===== src/rtl/card_record_writer_if.sv =====
// Signal bundle between the card record writer and its neighbours:
// allocator handshake, payload stream, RAM write port and completion report.
`timescale 1ns/1ps
interface card_record_writer_if;
    logic        start;
    logic        alloc_en;
    logic        alloc_found;
    logic [9:0]  alloc_addr;
    logic [31:0] in_data;
    logic        in_valid;
    logic        in_last;
    logic        in_ready;
    logic [9:0]  ram_addr;
    logic [31:0] ram_data;
    logic        ram_wren;
    logic        done;
    logic [9:0]  rec_addr;
    logic [4:0]  rec_len;
    logic        overflow;
    logic        error;

    modport slave (
        input  start, alloc_found, alloc_addr, in_data, in_valid, in_last,
        output alloc_en, in_ready, ram_addr, ram_data, ram_wren,
               done, rec_addr, rec_len, overflow, error
    );

    modport master (
        output start, alloc_found, alloc_addr, in_data, in_valid, in_last,
        input  alloc_en, in_ready, ram_addr, ram_data, ram_wren,
               done, rec_addr, rec_len, overflow, error
    );
endinterface


===== src/rtl/card_record_writer.sv =====
// Requests a 32-word slot, streams payload into base+1.., then seals the slot
// by writing the header word at base+0 last.
`timescale 1ns/1ps
module card_record_writer #(
    parameter int ALLOC_TIMEOUT = 64
) (
    input  logic                 clock,
    input  logic                 resetn,
    card_record_writer_if.slave  bus
);
    localparam int             CW          = $clog2(ALLOC_TIMEOUT + 1);
    localparam logic [CW-1:0]  TIMEOUT_LIM = CW'(ALLOC_TIMEOUT);

    typedef enum logic [2:0] {IDLE, REQ, WAIT, STREAM, HDR, FIN} state_t;

    state_t        state_q, state_d;
    logic [9:0]    base_q, base_d;
    logic [4:0]    n_q, n_d;
    logic [CW-1:0] cnt_q, cnt_d;
    logic          fail_q, fail_d;

    // Decisions land in the pend stage first; the output registers copy it a
    // cycle later, so RAM writes and done trail the state machine uniformly.
    logic          pend_wr_q, pend_wr_d;
    logic [9:0]    pend_addr_q, pend_addr_d;
    logic [31:0]   pend_data_q, pend_data_d;
    logic          pend_done_q, pend_done_d;
    logic          pend_err_q, pend_err_d;

    logic          alloc_en_q, alloc_en_d;
    logic          in_ready_q, in_ready_d;
    logic          ram_wren_q;
    logic [9:0]    ram_addr_q;
    logic [31:0]   ram_data_q;
    logic          done_q;
    logic [9:0]    rec_addr_q, rec_addr_d;
    logic [4:0]    rec_len_q, rec_len_d;
    logic          overflow_q, overflow_d;
    logic          error_q, error_d;

    logic          accept;
    assign accept = in_ready_q & bus.in_valid;

    always_comb begin
        // NOTE: every variable gets a default first so no path leaves it unassigned (no latches).
        state_d     = state_q;
        base_d      = base_q;
        n_d         = n_q;
        cnt_d       = cnt_q;
        fail_d      = fail_q;
        pend_wr_d   = 1'b0;
        pend_addr_d = pend_addr_q;
        pend_data_d = pend_data_q;
        pend_done_d = 1'b0;
        pend_err_d  = 1'b0;
        rec_addr_d  = rec_addr_q;
        rec_len_d   = rec_len_q;
        overflow_d  = overflow_q;
        error_d     = error_q;

        if (pend_done_q && pend_err_q) error_d = 1'b1;

        case (state_q)
            IDLE: if (bus.start) begin
                state_d    = REQ;
                n_d        = '0;
                cnt_d      = '0;
                fail_d     = 1'b0;
                overflow_d = 1'b0;
                error_d    = 1'b0;
                rec_len_d  = '0;
            end
            REQ: state_d = WAIT;
            WAIT: begin
                cnt_d = cnt_q + CW'(1);
                // cnt_q is still zero in the first WAIT cycle, when found is stale.
                if (cnt_q != '0 && bus.alloc_found) begin
                    base_d = bus.alloc_addr;
                    if (bus.alloc_addr[4:0] != 5'd0) begin
                        fail_d  = 1'b1;
                        state_d = FIN;
                    end else begin
                        state_d = STREAM;
                    end
                end else if (cnt_d == TIMEOUT_LIM) begin
                    fail_d  = 1'b1;
                    state_d = FIN;
                end
            end
            STREAM: if (accept) begin
                if (n_q != 5'd31) begin
                    pend_wr_d   = 1'b1;
                    pend_addr_d = base_q + 10'(n_q) + 10'd1;
                    pend_data_d = bus.in_data;
                    n_d         = n_q + 5'd1;
                end else begin
                    overflow_d = 1'b1;
                end
                if (bus.in_last) state_d = HDR;
            end
            HDR: begin
                pend_wr_d   = 1'b1;
                pend_addr_d = base_q;
                pend_data_d = {1'b1, 26'd0, n_q};
                rec_len_d   = n_q;
                rec_addr_d  = base_q;
                state_d     = FIN;
            end
            FIN: begin
                pend_done_d = 1'b1;
                pend_err_d  = fail_q;
                state_d     = IDLE;
            end
            default: state_d = IDLE;
        endcase

        alloc_en_d = (state_q == REQ);
        in_ready_d = (state_d == STREAM);
    end

    always_ff @(posedge clock or negedge resetn) begin
        if (!resetn) begin
            state_q     <= IDLE;
            base_q      <= '0;
            n_q         <= '0;
            cnt_q       <= '0;
            fail_q      <= 1'b0;
            pend_wr_q   <= 1'b0;
            pend_addr_q <= '0;
            pend_data_q <= '0;
            pend_done_q <= 1'b0;
            pend_err_q  <= 1'b0;
            alloc_en_q  <= 1'b0;
            in_ready_q  <= 1'b0;
            ram_wren_q  <= 1'b0;
            ram_addr_q  <= '0;
            ram_data_q  <= '0;
            done_q      <= 1'b0;
            rec_addr_q  <= '0;
            rec_len_q   <= '0;
            overflow_q  <= 1'b0;
            error_q     <= 1'b0;
        end else begin
            // NOTE: non-blocking assignments so every flop samples pre-edge values.
            state_q     <= state_d;
            base_q      <= base_d;
            n_q         <= n_d;
            cnt_q       <= cnt_d;
            fail_q      <= fail_d;
            pend_wr_q   <= pend_wr_d;
            pend_addr_q <= pend_addr_d;
            pend_data_q <= pend_data_d;
            pend_done_q <= pend_done_d;
            pend_err_q  <= pend_err_d;
            alloc_en_q  <= alloc_en_d;
            in_ready_q  <= in_ready_d;
            ram_wren_q  <= pend_wr_q;
            ram_addr_q  <= pend_addr_q;
            ram_data_q  <= pend_data_q;
            done_q      <= pend_done_q;
            rec_addr_q  <= rec_addr_d;
            rec_len_q   <= rec_len_d;
            overflow_q  <= overflow_d;
            error_q     <= error_d;
        end
    end

    assign bus.alloc_en = alloc_en_q;
    assign bus.in_ready = in_ready_q;
    assign bus.ram_wren = ram_wren_q;
    assign bus.ram_addr = ram_addr_q;
    assign bus.ram_data = ram_data_q;
    assign bus.done     = done_q;
    assign bus.rec_addr = rec_addr_q;
    assign bus.rec_len  = rec_len_q;
    assign bus.overflow = overflow_q;
    assign bus.error    = error_q;
endmodule


===== src/flat_wrapper.sv =====
// flat-port wrapper written by rule: the top's interface ports become plain ports
module card_record_writer_flat 
#(
    parameter int ALLOC_TIMEOUT = 64
)
  (clock, resetn, bus_start, bus_alloc_found, bus_alloc_addr, bus_in_data, bus_in_valid, bus_in_last, bus_alloc_en, bus_in_ready, bus_ram_addr, bus_ram_data, bus_ram_wren, bus_done, bus_rec_addr, bus_rec_len, bus_overflow, bus_error);
  card_record_writer_if bus_i ();
  input  logic clock;
  input  logic resetn;
  input wire logic [$bits(bus_i.start)-1:0] bus_start;
  input wire logic [$bits(bus_i.alloc_found)-1:0] bus_alloc_found;
  input wire logic [$bits(bus_i.alloc_addr)-1:0] bus_alloc_addr;
  input wire logic [$bits(bus_i.in_data)-1:0] bus_in_data;
  input wire logic [$bits(bus_i.in_valid)-1:0] bus_in_valid;
  input wire logic [$bits(bus_i.in_last)-1:0] bus_in_last;
  output wire logic [$bits(bus_i.alloc_en)-1:0] bus_alloc_en;
  output wire logic [$bits(bus_i.in_ready)-1:0] bus_in_ready;
  output wire logic [$bits(bus_i.ram_addr)-1:0] bus_ram_addr;
  output wire logic [$bits(bus_i.ram_data)-1:0] bus_ram_data;
  output wire logic [$bits(bus_i.ram_wren)-1:0] bus_ram_wren;
  output wire logic [$bits(bus_i.done)-1:0] bus_done;
  output wire logic [$bits(bus_i.rec_addr)-1:0] bus_rec_addr;
  output wire logic [$bits(bus_i.rec_len)-1:0] bus_rec_len;
  output wire logic [$bits(bus_i.overflow)-1:0] bus_overflow;
  output wire logic [$bits(bus_i.error)-1:0] bus_error;
  assign bus_i.start = bus_start;
  assign bus_i.alloc_found = bus_alloc_found;
  assign bus_i.alloc_addr = bus_alloc_addr;
  assign bus_i.in_data = bus_in_data;
  assign bus_i.in_valid = bus_in_valid;
  assign bus_i.in_last = bus_in_last;
  assign bus_alloc_en = bus_i.alloc_en;
  assign bus_in_ready = bus_i.in_ready;
  assign bus_ram_addr = bus_i.ram_addr;
  assign bus_ram_data = bus_i.ram_data;
  assign bus_ram_wren = bus_i.ram_wren;
  assign bus_done = bus_i.done;
  assign bus_rec_addr = bus_i.rec_addr;
  assign bus_rec_len = bus_i.rec_len;
  assign bus_overflow = bus_i.overflow;
  assign bus_error = bus_i.error;
  card_record_writer #(.ALLOC_TIMEOUT(ALLOC_TIMEOUT)) u_core (.clock(clock), .resetn(resetn), .bus(bus_i));
endmodule

===== config.mk =====
export PLATFORM = sky130hd
export DESIGN_NAME = card_record_writer_flat
export DESIGN_NICKNAME = d
export VERILOG_FILES = /design/src/rtl/card_record_writer_if.sv /design/src/rtl/card_record_writer.sv /design/src/flat_wrapper.sv
export SDC_FILE = /design/constraint.sdc
export NUM_CORES = 1
export LEC_CHECK = 0
export BUFFER_PORTS_ARGS = -buffer_cell sky130_fd_sc_hd__buf_2
export CAP_MARGIN = 20
export CORE_AREA = 2 2 98 100
export DETAILED_ROUTE_END_ITERATION = 7
export DIE_AREA = 0 0 100 102
export PLACE_DENSITY = 0.83
export SLEW_MARGIN = 30
export SYNTH_ARGS = -nofsm -noshare
export SYNTH_HDL_FRONTEND = slang
export SYNTH_SLANG_ARGS = --single-unit

===== constraint.sdc =====
create_clock -name clock -period 4.8 [get_ports clock]
set_input_delay 0.24 -clock clock [delete_from_list [all_inputs] [get_ports clock]]
set_output_delay 0.24 -clock clock [all_outputs]
set_load 0.005 [all_outputs]

==> impl_metrics.csv, run 1 <==
group,metric,value,unit
clock_tree,cts_resized,0,
sta,hold_viol_final,0,
clock_tree,clock_path_buffers,2,
worst_hold_path,hold_path_depth,3,
worst_setup_path,crit_arrival,3.14,ns
worst_setup_path,crit_path_end_kind,"flop",
worst_setup_path,r2r_end,"u_core.pend_addr_q[7]$_DFFE_PN0P_",
clock_tree,hold_buffers,43,
worst_setup_path,ff2ff_setup_slack,2.06,ns
sta,tightest_slew,0.983,ns
route,vias,4067,
synth,yosys_warnings,0,
route,topRoutingLayerUsed,"met4",
sta,finClkSkew,0.00956,ns
sta,setup_viol,0,
sta,fmax,364,MHz
worst_setup_path,cp.required,5.20,ns
clock_tree,insertion_delay,0.52,ns
route,drt_wl_total,13000,um
synth,synth_mux_area_share,2.37,%
job,maxCapViolations,0,
power_and_ir_drop,pwr_density_cell,629,nW/um^2
clock_tree,path_clk_slew,0.06,ns
global_route,grt_pass1_vias,4184,
clock_tree,cts_tree,"yes",
floorplan,io-pin-count,111,
route,routedWlPerCell,17.7,um
floorplan,initial_utilization,56.8,%
place,hpwl,7400,um
sta,slew_headroom,34.4,%
synth,synthesis.area,5180,sq um
global_route,grt_max_degree,90,
clock_tree,cts_sinks,134,
worst_setup_path,worst-r2r-cell-count,7,
status,run_status,"complete, no violations",
synth,yosys.area_share.simple,14.8,%
route,drc_errors,0,
worst_setup_path,critPathMaxFanout,52,
global_route,grt-ovfl-total,0,
global_route,antenna_found_initial,0,
route,wl_met1,5360,um
place,place_inst,658,
worst_setup_path,crit_slowest_cell,"or3_2",
worst_setup_path,path_cells,"ha_1, and3_1, ha_1, or3_2, and3_1, a21oi_1, o211ai_1",
floorplan,dieArea,10200,sq um
route,dr_wl_met3,743,um
synth,yosys_register_bits,134,
synth,synth.yosys.seq_area_share,64.8,%
sta,holdWs,0.0556,ns
cells_and_area,diodes,0,
floorplan,die_h,102,um
route,dr_wl_met2,6670,um
clock_tree,post-cts-setup-buffers,0,
synth,synth_compound_area_share,11.8,%
power_and_ir_drop,ir_worst_vdd,0.000291,V
cells_and_area,final_cell_mix,"dfrtp_1, nand2_1, buf_2",
place,gp_congestion,0.842,
power_and_ir_drop,power,4.30,mW
synth,synth_ff_type,"dfrtp_1",
sta,setup_slack,2.06,ns
cells_and_area,final_common_cell,"dfrtp_1",
clock_tree,htree_levels,4,
global_route,grt_pass1_wl,20900,um
worst_hold_path,hold_path_class,"in -> reg",
power_and_ir_drop,power_frac_comb,24.5,%
cells_and_area,fillCellCount,573,
global_route,grt_usage,26.9,%
worst_hold_path,hold_end,"u_core.pend_data_q[1]$_DFFE_PN0P_",
power_and_ir_drop,p_sw,1.36,mW
synth,avgSynthCellArea,11.3,sq um
power_and_ir_drop,internal-power,2.94,mW
route,via_per_inst,5.55,
clock_tree,cts_buffers,17,
power_and_ir_drop,clockPowerShare,31.6,%
synth,synth.distinct_cells,56,
clock_tree,root_buffer,"clkbuf_8",
sta,setup-tns-final,0,ns
synth,synthAdderAreaFrac,2.56,%
sta,rsz0062_at_grt,"no",
synth,syn_nets,518,
cells_and_area,syn_to_final_growth,32.2,%
cells_and_area,instances_no_fill,733,
power_and_ir_drop,seqPwrFrac,43.9,%
sta,layout_min_cycle_time,2.74,ns
synth,synth_xor_area_share,1.18,%
power_and_ir_drop,p_leak,3.43,nW
synth,synth_edf_count,0,
route,first_pass_iters,5,
sta,drv_slew,0,
worst_setup_path,max_stage_delay,0.91,ns
cells_and_area,num-nets-final,667,
power_and_ir_drop,switching_share,31.7,%
floorplan,rows,35,
synth,synth_top_family_by_area,"simple AND/OR/NAND/NOR gates",
sta,min_period_over_period,57.2,%
synth,syn_inst,460,
worst_setup_path,r2r-start,"u_core.n_q[1]$_DFFE_PN0P_",
route,ant_nets,0,
route,drtIter0Drc,288,
floorplan,die_w,100,um
worst_hold_path,hp-start,"bus_in_data[1]",
floorplan,core,9110,sq um
place,pre_cts_slack,2.07,ns
synth,async_reset_ff_share,100,%
worst_setup_path,start_kind,"flop",
worst_setup_path,critPathKind,"reg -> reg",
place,port_buffers,110,
cells_and_area,drive_gt1_share,24.6,%
-- routing by layer --
| metal | GRT usage, % | vias up |
|---|---|---|
| met4 | 8.11 | 0 |
| met2 | 46.4 | 169 |
| met3 | 7.25 | 19 |
| met5 | 0 | - |
| met1 | 33.7 | 2005 |
| li1 | - | 1874 |
-- registers in the layout (all words and copies together) (netlist names), 3 cells and up --
register and count:
u_core.base_q 10, u_core.bus.rec_addr 10, u_core.cnt_q 7, u_core.pend_data_q 32, u_core.bus.ram_addr 10, u_core.bus.rec_len 5
u_core.pend_addr_q 10, u_core.bus.ram_data 32, u_core.state_q 3, u_core.n_q 5
-- kinds of logic after synthesis --
logic type	count (synthesis)
AO/OA/AOI/OAI	97
XOR/XNOR	7
adder cells (fa/ha/maj)	10
buffers and inverters	30
flip-flops	134
multiplexers	11
AND/OR/NAND/NOR	171
-- power groups by stage --
stage / logic, mW / clock network [mW] / registers [mW]
2_1_floorplan: 0.616 / 0 / 1.82
3_3_place_gp: 0.950 / 0 / 1.85
3_5_place_dp: 0.996 / 0 / 1.88
4_1_cts: 1.05 / 1.37 / 1.87
5_1_grt: 1.18 / 1.43 / 1.94
6_report: 1.05 / 1.36 / 1.89
-- stage by stage --
step	util, %	cell area, sq um
after detailed placement	63.5	5790
after floorplan	-	5180
after global routing	75.1	6840
after CTS	75.1	6840
after global placement	63.5	5790
final	75.1	6840
-- worst max-delay path by stage --
| stage | startpoint | to |
|---|---|---|
| 6_report | u_core.n_q[1]$_DFFE_PN0P_ | u_core.pend_addr_q[7]$_DFFE_PN0P_ |
| 5_1_grt | u_core.n_q[1]$_DFFE_PN0P_ | u_core.pend_addr_q[7]$_DFFE_PN0P_ |
| 4_1_cts | u_core.n_q[1]$_DFFE_PN0P_ | u_core.pend_addr_q[7]$_DFFE_PN0P_ |
| 3_5_place_dp | u_core.n_q[1]$_DFFE_PN0P_ | u_core.pend_addr_q[7]$_DFFE_PN0P_ |
| 3_3_place_gp | u_core.n_q[1]$_DFFE_PN0P_ | u_core.pend_addr_q[7]$_DFFE_PN0P_ |
| 2_1_floorplan | u_core.n_q[1]$_DFFE_PN0P_ | u_core.pend_addr_q[7]$_DFFE_PN0P_ |
-- cells in the mapped netlist (all sizes together) (3+ instances only) --
cell type,number,area [sq um]
nor2,19,71.3
a211oi,3,22.5
and3,5,31.3
a21oi,36,180
mux2,10,113
dfrtp,134,3350
a31oi,6,37.5
nand4,5,31.3
o21a,3,22.5
o31ai,3,27.5
nand2,109,409
ha,9,113
nor3,4,20.0
xor2,4,35.0
nand3,6,30.0
a22o,6,52.6
xnor2,3,26.3
nand3b,3,22.5
and2,4,25.0
inv,5,18.8
clkbuf,19,71.3
buf,6,38.8
o21ai,24,124
-- worst max-delay path, delay by kind of cell (launching register included) --
kind / cells / cell delay [ns]
AO/OA/AOI/OAI: 2 / 0.20
AND/OR/NAND/NOR: 3 / 1.47
flip-flops: 1 / 0.47
adder cells (fa/ha/maj): 2 / 0.46
-- layout make-up --
class	count	area [sq um]	area share, %
Tap cell	111	139	2.03
Multi-Input combinational cell	296	1700	24.9
Inverter	5	18.8	0.274
Timing Repair Buffer	155	1000	14.6
Clock inverter	13	194	2.83
Clock buffer	19	432	6.31
Sequential cell	134	3350	49.0
(Power assumes the default switching activity.)
==> run 2: changes to the inputs <==
CORE_AREA = 2 2 106 108   (was 2 2 98 100)
DIE_AREA = 0 0 108 110   (was 0 0 100 102)
PLACE_DENSITY = 0.75   (was 0.83)
clock period = 2.33 ns   (was 4.8 ns; I/O delays follow)
==> impl_metrics.csv, run 2 (same netlist as run 1, synthesis figures left out) <==
group,metric,value,unit
power_and_ir_drop,p_leak,3.52,nW
clock_tree,path_clk_slew,0.06,ns
cells_and_area,instances_no_fill,781,
worst_setup_path,critPathKind,"reg -> reg",
power_and_ir_drop,power,8.66,mW
clock_tree,cts_tree,"yes",
sta,min_period_over_period,93.2,%
clock_tree,clock_path_buffers,2,
cells_and_area,num-nets-final,686,
worst_setup_path,start_kind,"flop",
route,first_pass_iters,5,
sta,rsz0062_at_grt,"no",
route,drc_errors,0,
clock_tree,root_buffer,"clkbuf_8",
worst_setup_path,crit_slowest_cell,"or4b_4",
sta,setup-tns-final,0,ns
clock_tree,cts_sinks,134,
global_route,antenna_found_initial,0,
worst_setup_path,crit_path_end_kind,"flop",
floorplan,core,10700,sq um
job,maxCapViolations,0,
worst_setup_path,path_cells,"inv_1, ha_1, or4b_4, o31ai_2, or2_1, buf_12, mux2_1",
place,hpwl,8060,um
worst_setup_path,max_stage_delay,0.45,ns
route,vias,4046,
worst_setup_path,cp.required,2.72,ns
floorplan,die_w,108,um
sta,fmax,460,MHz
route,drt_wl_total,12000,um
floorplan,io-pin-count,111,
worst_setup_path,critPathTopFamily,"simple AND/OR/NAND/NOR gates",
route,wl_met1,5410,um
place,port_buffers,110,
floorplan,rows,38,
global_route,grt_usage,21.5,%
clock_tree,post-cts-setup-buffers,0,
cells_and_area,syn_to_final_growth,35.5,%
route,dr_wl_met2,5810,um
cells_and_area,final_cell_mix,"dfrtp_1, nand2_1, buf_2",
sta,tightest_slew,0.552,ns
power_and_ir_drop,pwr_density_cell,1230,nW/um^2
worst_setup_path,path_buf_inv,2,
place,gp_congestion,0.802,
route,routedWlPerCell,15.4,um
cells_and_area,postLayoutCoreUtil,65.6,%
place,place_inst,703,
sta,drv_slew,0,
sta,slew_headroom,63.0,%
worst_setup_path,critPathMaxFanout,10,
sta,finClkSkew,0.00686,ns
sta,hold_viol_final,0,
clock_tree,insertion_delay,0.51,ns
global_route,grt-ovfl-total,0,
global_route,grt_max_degree,83,
sta,layout_min_cycle_time,2.17,ns
global_route,grt_pass1_wl,19500,um
worst_setup_path,crit_arrival,2.56,ns
global_route,grt_pass1_vias,4052,
sta,setup_viol,0,
floorplan,initial_utilization,48.4,%
cells_and_area,fillCellCount,798,
route,dr_wl_met3,656,um
route,drtIter0Drc,251,
clock_tree,cts_buffers,17,
clock_tree,htree_levels,4,
power_and_ir_drop,ir_worst_vdd,0.000531,V
worst_hold_path,hold_path_class,"in -> reg",
route,ant_nets,0,
route,via_per_inst,5.18,
status,run_status,"complete, no violations",
floorplan,dieArea,11900,sq um
cells_and_area,drive_gt1_share,26.5,%
sta,holdWs,0.102,ns
cells_and_area,diodes,0,
route,topRoutingLayerUsed,"met4",
floorplan,die_h,110,um
cells_and_area,final_common_cell,"dfrtp_1",
## run 2: cell count changes in the layout (fill, tap and decap cells not counted), moves of 3 or more
cell | previous run | this run
buf_4 | 2 | 17
clkinv_2 | 0 | 3
dlygate4sd3_1 | 43 | 46
inv_6 | 3 | 0
## run 2: layout make-up
| class | count | area (sq um) | area share, % |
|---|---|---|---|
| repair buffers | 174 | 1170 | 16.7 |
| clock buffers | 21 | 459 | 6.54 |
| well taps | 140 | 175 | 2.50 |
| multi-input cells | 296 | 1710 | 24.4 |
| clock inverters | 11 | 125 | 1.78 |
| flip-flops and latches | 134 | 3350 | 47.8 |
| inverters | 5 | 18.8 | 0.267 |
## run 2: path summary, 6_finish.rpt
kind                                                   from  depth (start not counted)  slack (ns)                                  to
worst max-delay path            u_core.cnt_q[0]$_DFFE_PN0P_                          7        0.16        u_core.base_q[5]$_DFFE_PN0P_
worst min-delay path                              bus_start                          3        0.10         u_core.state_q[0]$_DFF_PN0_
worst max register to register  u_core.cnt_q[0]$_DFFE_PN0P_                          7        0.16        u_core.base_q[5]$_DFFE_PN0P_
worst min register to register   u_core.pend_wr_q$_DFF_PN0_                          0        0.36       u_core.bus.ram_wren$_DFF_PN0_
max in group asynchronous                            resetn                          3        1.39         u_core.cnt_q[6]$_DFFE_PN0P_
min in group asynchronous                            resetn                          2        0.12  u_core.pend_data_q[12]$_DFFE_PN0P_
## run 2: through the flow
step,instance area (sq um),setup slack [ns]
global route,7020,0.00770
global placement,5960,0.159
floorplan,5180,0.204
CTS,7010,0.0862
finish,7020,0.157
detailed placement,5960,0.104
## run 2: worst min-delay path: stages
cell       delay, ns
buf_2           0.11
o21ai_1         0.18
o2111ai_1       0.15
## run 2: power by group
| group | switching [mW] | internal, mW |
|---|---|---|
| logic | 1.16 | 1.08 |
| clock network | 0.963 | 1.61 |
| registers | 0.573 | 3.28 |
| total | 2.69 | 5.97 |
## run 2: per-layer routing
layer / GRT usage (%) / vias to the layer above
li1: - / 1921
met1: 27.1 / 1977
met2: 36.1 / 130
met3: 5.53 / 18
met4: 7.60 / 0
met5: 0 / -
## run 2: repair_timing
item / CTS / global route
gates resized for setup: 0 / 2
endpoints found under the hold margin: 97 / 0
endpoints found under the setup margin: 0 / 6
hold buffers: 46 / 0
==> run 3: changes to the inputs <==
CORE_AREA = 2 2 108 110   (was 2 2 106 108)
DIE_AREA = 0 0 110 112   (was 0 0 108 110)
PLACE_DENSITY = 0.73   (was 0.75)
==> impl_metrics.csv, run 3 (same netlist as run 1, synthesis figures left out) <==
group,metric,value,unit
floorplan,io-pin-count,111,
global_route,grt_pass1_wl,19900,um
route,ant_nets,0,
floorplan,die_w,110,um
floorplan,core,11200,sq um
floorplan,die_h,112,um
global_route,grt_usage,21.2,%
sta,min_period_over_period,94.0,%
job,maxCapViolations,0,
power_and_ir_drop,p_leak,3.55,nW
cells_and_area,fillCellCount,859,
clock_tree,clock_path_buffers,2,
power_and_ir_drop,ir_worst_vdd,0.000610,V
clock_tree,htree_levels,4,
global_route,antenna_found_initial,0,
worst_setup_path,cp.required,2.62,ns
worst_hold_path,hp-start,"bus_in_valid",
sta,fmax,457,MHz
worst_hold_path,hold_path_class,"in -> reg",
sta,hold_viol_final,0,
clock_tree,cts_sinks,134,
cells_and_area,seq_area,3350,sq um
place,port_buffers,110,
worst_setup_path,critPathMaxFanout,5,
sta,rsz0062_at_grt,"no",
clock_tree,insertion_delay,0.41,ns
place,hpwl,7980,um
floorplan,rows,39,
sta,drv_slew,0,
sta,layout_min_cycle_time,2.19,ns
sta,finClkSkew,0.00555,ns
cells_and_area,syn_to_final_growth,37.1,%
floorplan,dieArea,12300,sq um
clock_tree,cts_tree,"yes",
worst_setup_path,critPathLaunch,"u_core.n_q[0]$_DFFE_PN0P_",
worst_setup_path,r2r-start,"u_core.n_q[0]$_DFFE_PN0P_",
cells_and_area,final_common_cell,"dfrtp_1",
global_route,grt_pass1_vias,4179,
cells_and_area,drive_gt1_share,26.6,%
sta,tightest_slew,0.546,ns
worst_setup_path,crit_path_end_kind,"flop",
place,pre_cts_slack,0.0639,ns
cells_and_area,multi_input_comb_area,1710,sq um
cells_and_area,final_cell_mix,"dfrtp_1, nand2_1, buf_2",
status,run_status,"complete, no violations",
place,gp_congestion,0.770,
route,drtIter0Drc,223,
worst_setup_path,crit_arrival,2.48,ns
cells_and_area,num-nets-final,684,
cells_and_area,postLayoutCoreUtil,63.5,%
route,routedWlPerCell,15.5,um
sta,slew_headroom,63.3,%
sta,setup_slack,0.139,ns
route,drt_wl_total,12100,um
cells_and_area,diodes,0,
worst_setup_path,critPathKind,"reg -> reg",
sta,setup-tns-final,0,ns
route,via_per_inst,5.18,
clock_tree,root_buffer,"clkbuf_16",
global_route,grt_max_degree,60,
floorplan,initial_utilization,46.3,%
global_route,grt-ovfl-total,0,
route,first_pass_iters,4,
sta,setup_viol,0,
clock_tree,path_clk_slew,0.06,ns
power_and_ir_drop,pwr_density_cell,1270,nW/um^2
clock_tree,cts_buffers,17,
route,drc_errors,0,
worst_setup_path,start_kind,"flop",
route,vias,4049,
[run 3: cell count changes in the layout (fill, tap and decap cells not counted)]
cell	previous run	this run
buf_4	17	15
clkbuf_8	4	3
clkinvlp_4	2	3
clkinv_4	4	1
buf_6	0	1
bufinv_16	2	5
clkbuf_16	16	17
dlygate4sd3_1	46	44
buf_12	2	3
inv_6	0	1
clkinv_2	3	1
[run 3: area by class of cell]
cell class,instances,area share [%]
Tap cell,143,2.52
Timing Repair Buffer,172,16.5
Clock buffer,21,6.63
Multi-Input combinational cell,296,24.1
Sequential cell,134,47.2
Clock inverter,11,2.75
Inverter,5,0.264
[run 3: stage by stage]
| step | cells | power [mW] | hold WS (ns) | instance area (sq um) |
|---|---|---|---|---|
| 2_1_floorplan | 460 | 5.03 | -0.179 | 5180 |
| 3_3_place_gp | 706 | 5.91 | 0.0464 | 5980 |
| 3_5_place_dp | 706 | 6.03 | 0.0531 | 5980 |
| 4_1_cts | 782 | 9.10 | 0.0633 | 7090 |
| 5_1_grt | 782 | 9.63 | 0.0961 | 7100 |
| 6_report | 782 | 9.04 | 0.0756 | 7100 |
[run 3: path summary, 6_finish.rpt]
| path | to | cells after the start | slack, ns |
|---|---|---|---|
| min | u_core.bus.in_ready$_DFF_PN0_ | 3 | 0.08 |
| max | u_core.pend_addr_q[8]$_DFFE_PN0P_ | 10 | 0.14 |
| max reg2reg | u_core.pend_addr_q[8]$_DFFE_PN0P_ | 10 | 0.14 |
| min reg2reg | u_core.bus.ram_wren$_DFF_PN0_ | 0 | 0.35 |
| min in group asynchronous | u_core.bus.ram_data[25]$_DFF_PN0_ | 2 | 0.18 |
| max in group asynchronous | u_core.bus.ram_data[19]$_DFF_PN0_ | 3 | 1.36 |
[run 3: what timing repair did]
action,in CTS,in global routing
hold endpoints to repair,83,0
endpoints found under the setup margin,0,32
resized for setup,0,2
hold buffers,44,0
setup buffers,0,0
[run 3: where the power goes]
| part | leakage (nW) | switching, mW | internal (mW) |
|---|---|---|---|
| registers | 1.74 | 0.571 | 3.28 |
| logic | 1.49 | 1.16 | 1.08 |
| clock network | 0.316 | 0.962 | 1.99 |
[run 3: worst max-delay path, cell delays in order, from the launching register on]
cell      delay (ns)
dfrtp_1         0.38
buf_4           0.16
inv_1           0.08
ha_1            0.17
inv_1           0.05
fa_1            0.44
a211oi_2        0.24
o21bai_1        0.16
nand4_1         0.15
xor2_1          0.16
a21oi_1         0.08
[run 3: per-layer routing]
metal,global-route usage (%),wire length [um]
met1,28.4,5340
met2,32.7,5660
met3,6.44,898
met4,7.68,216
met5,0,0
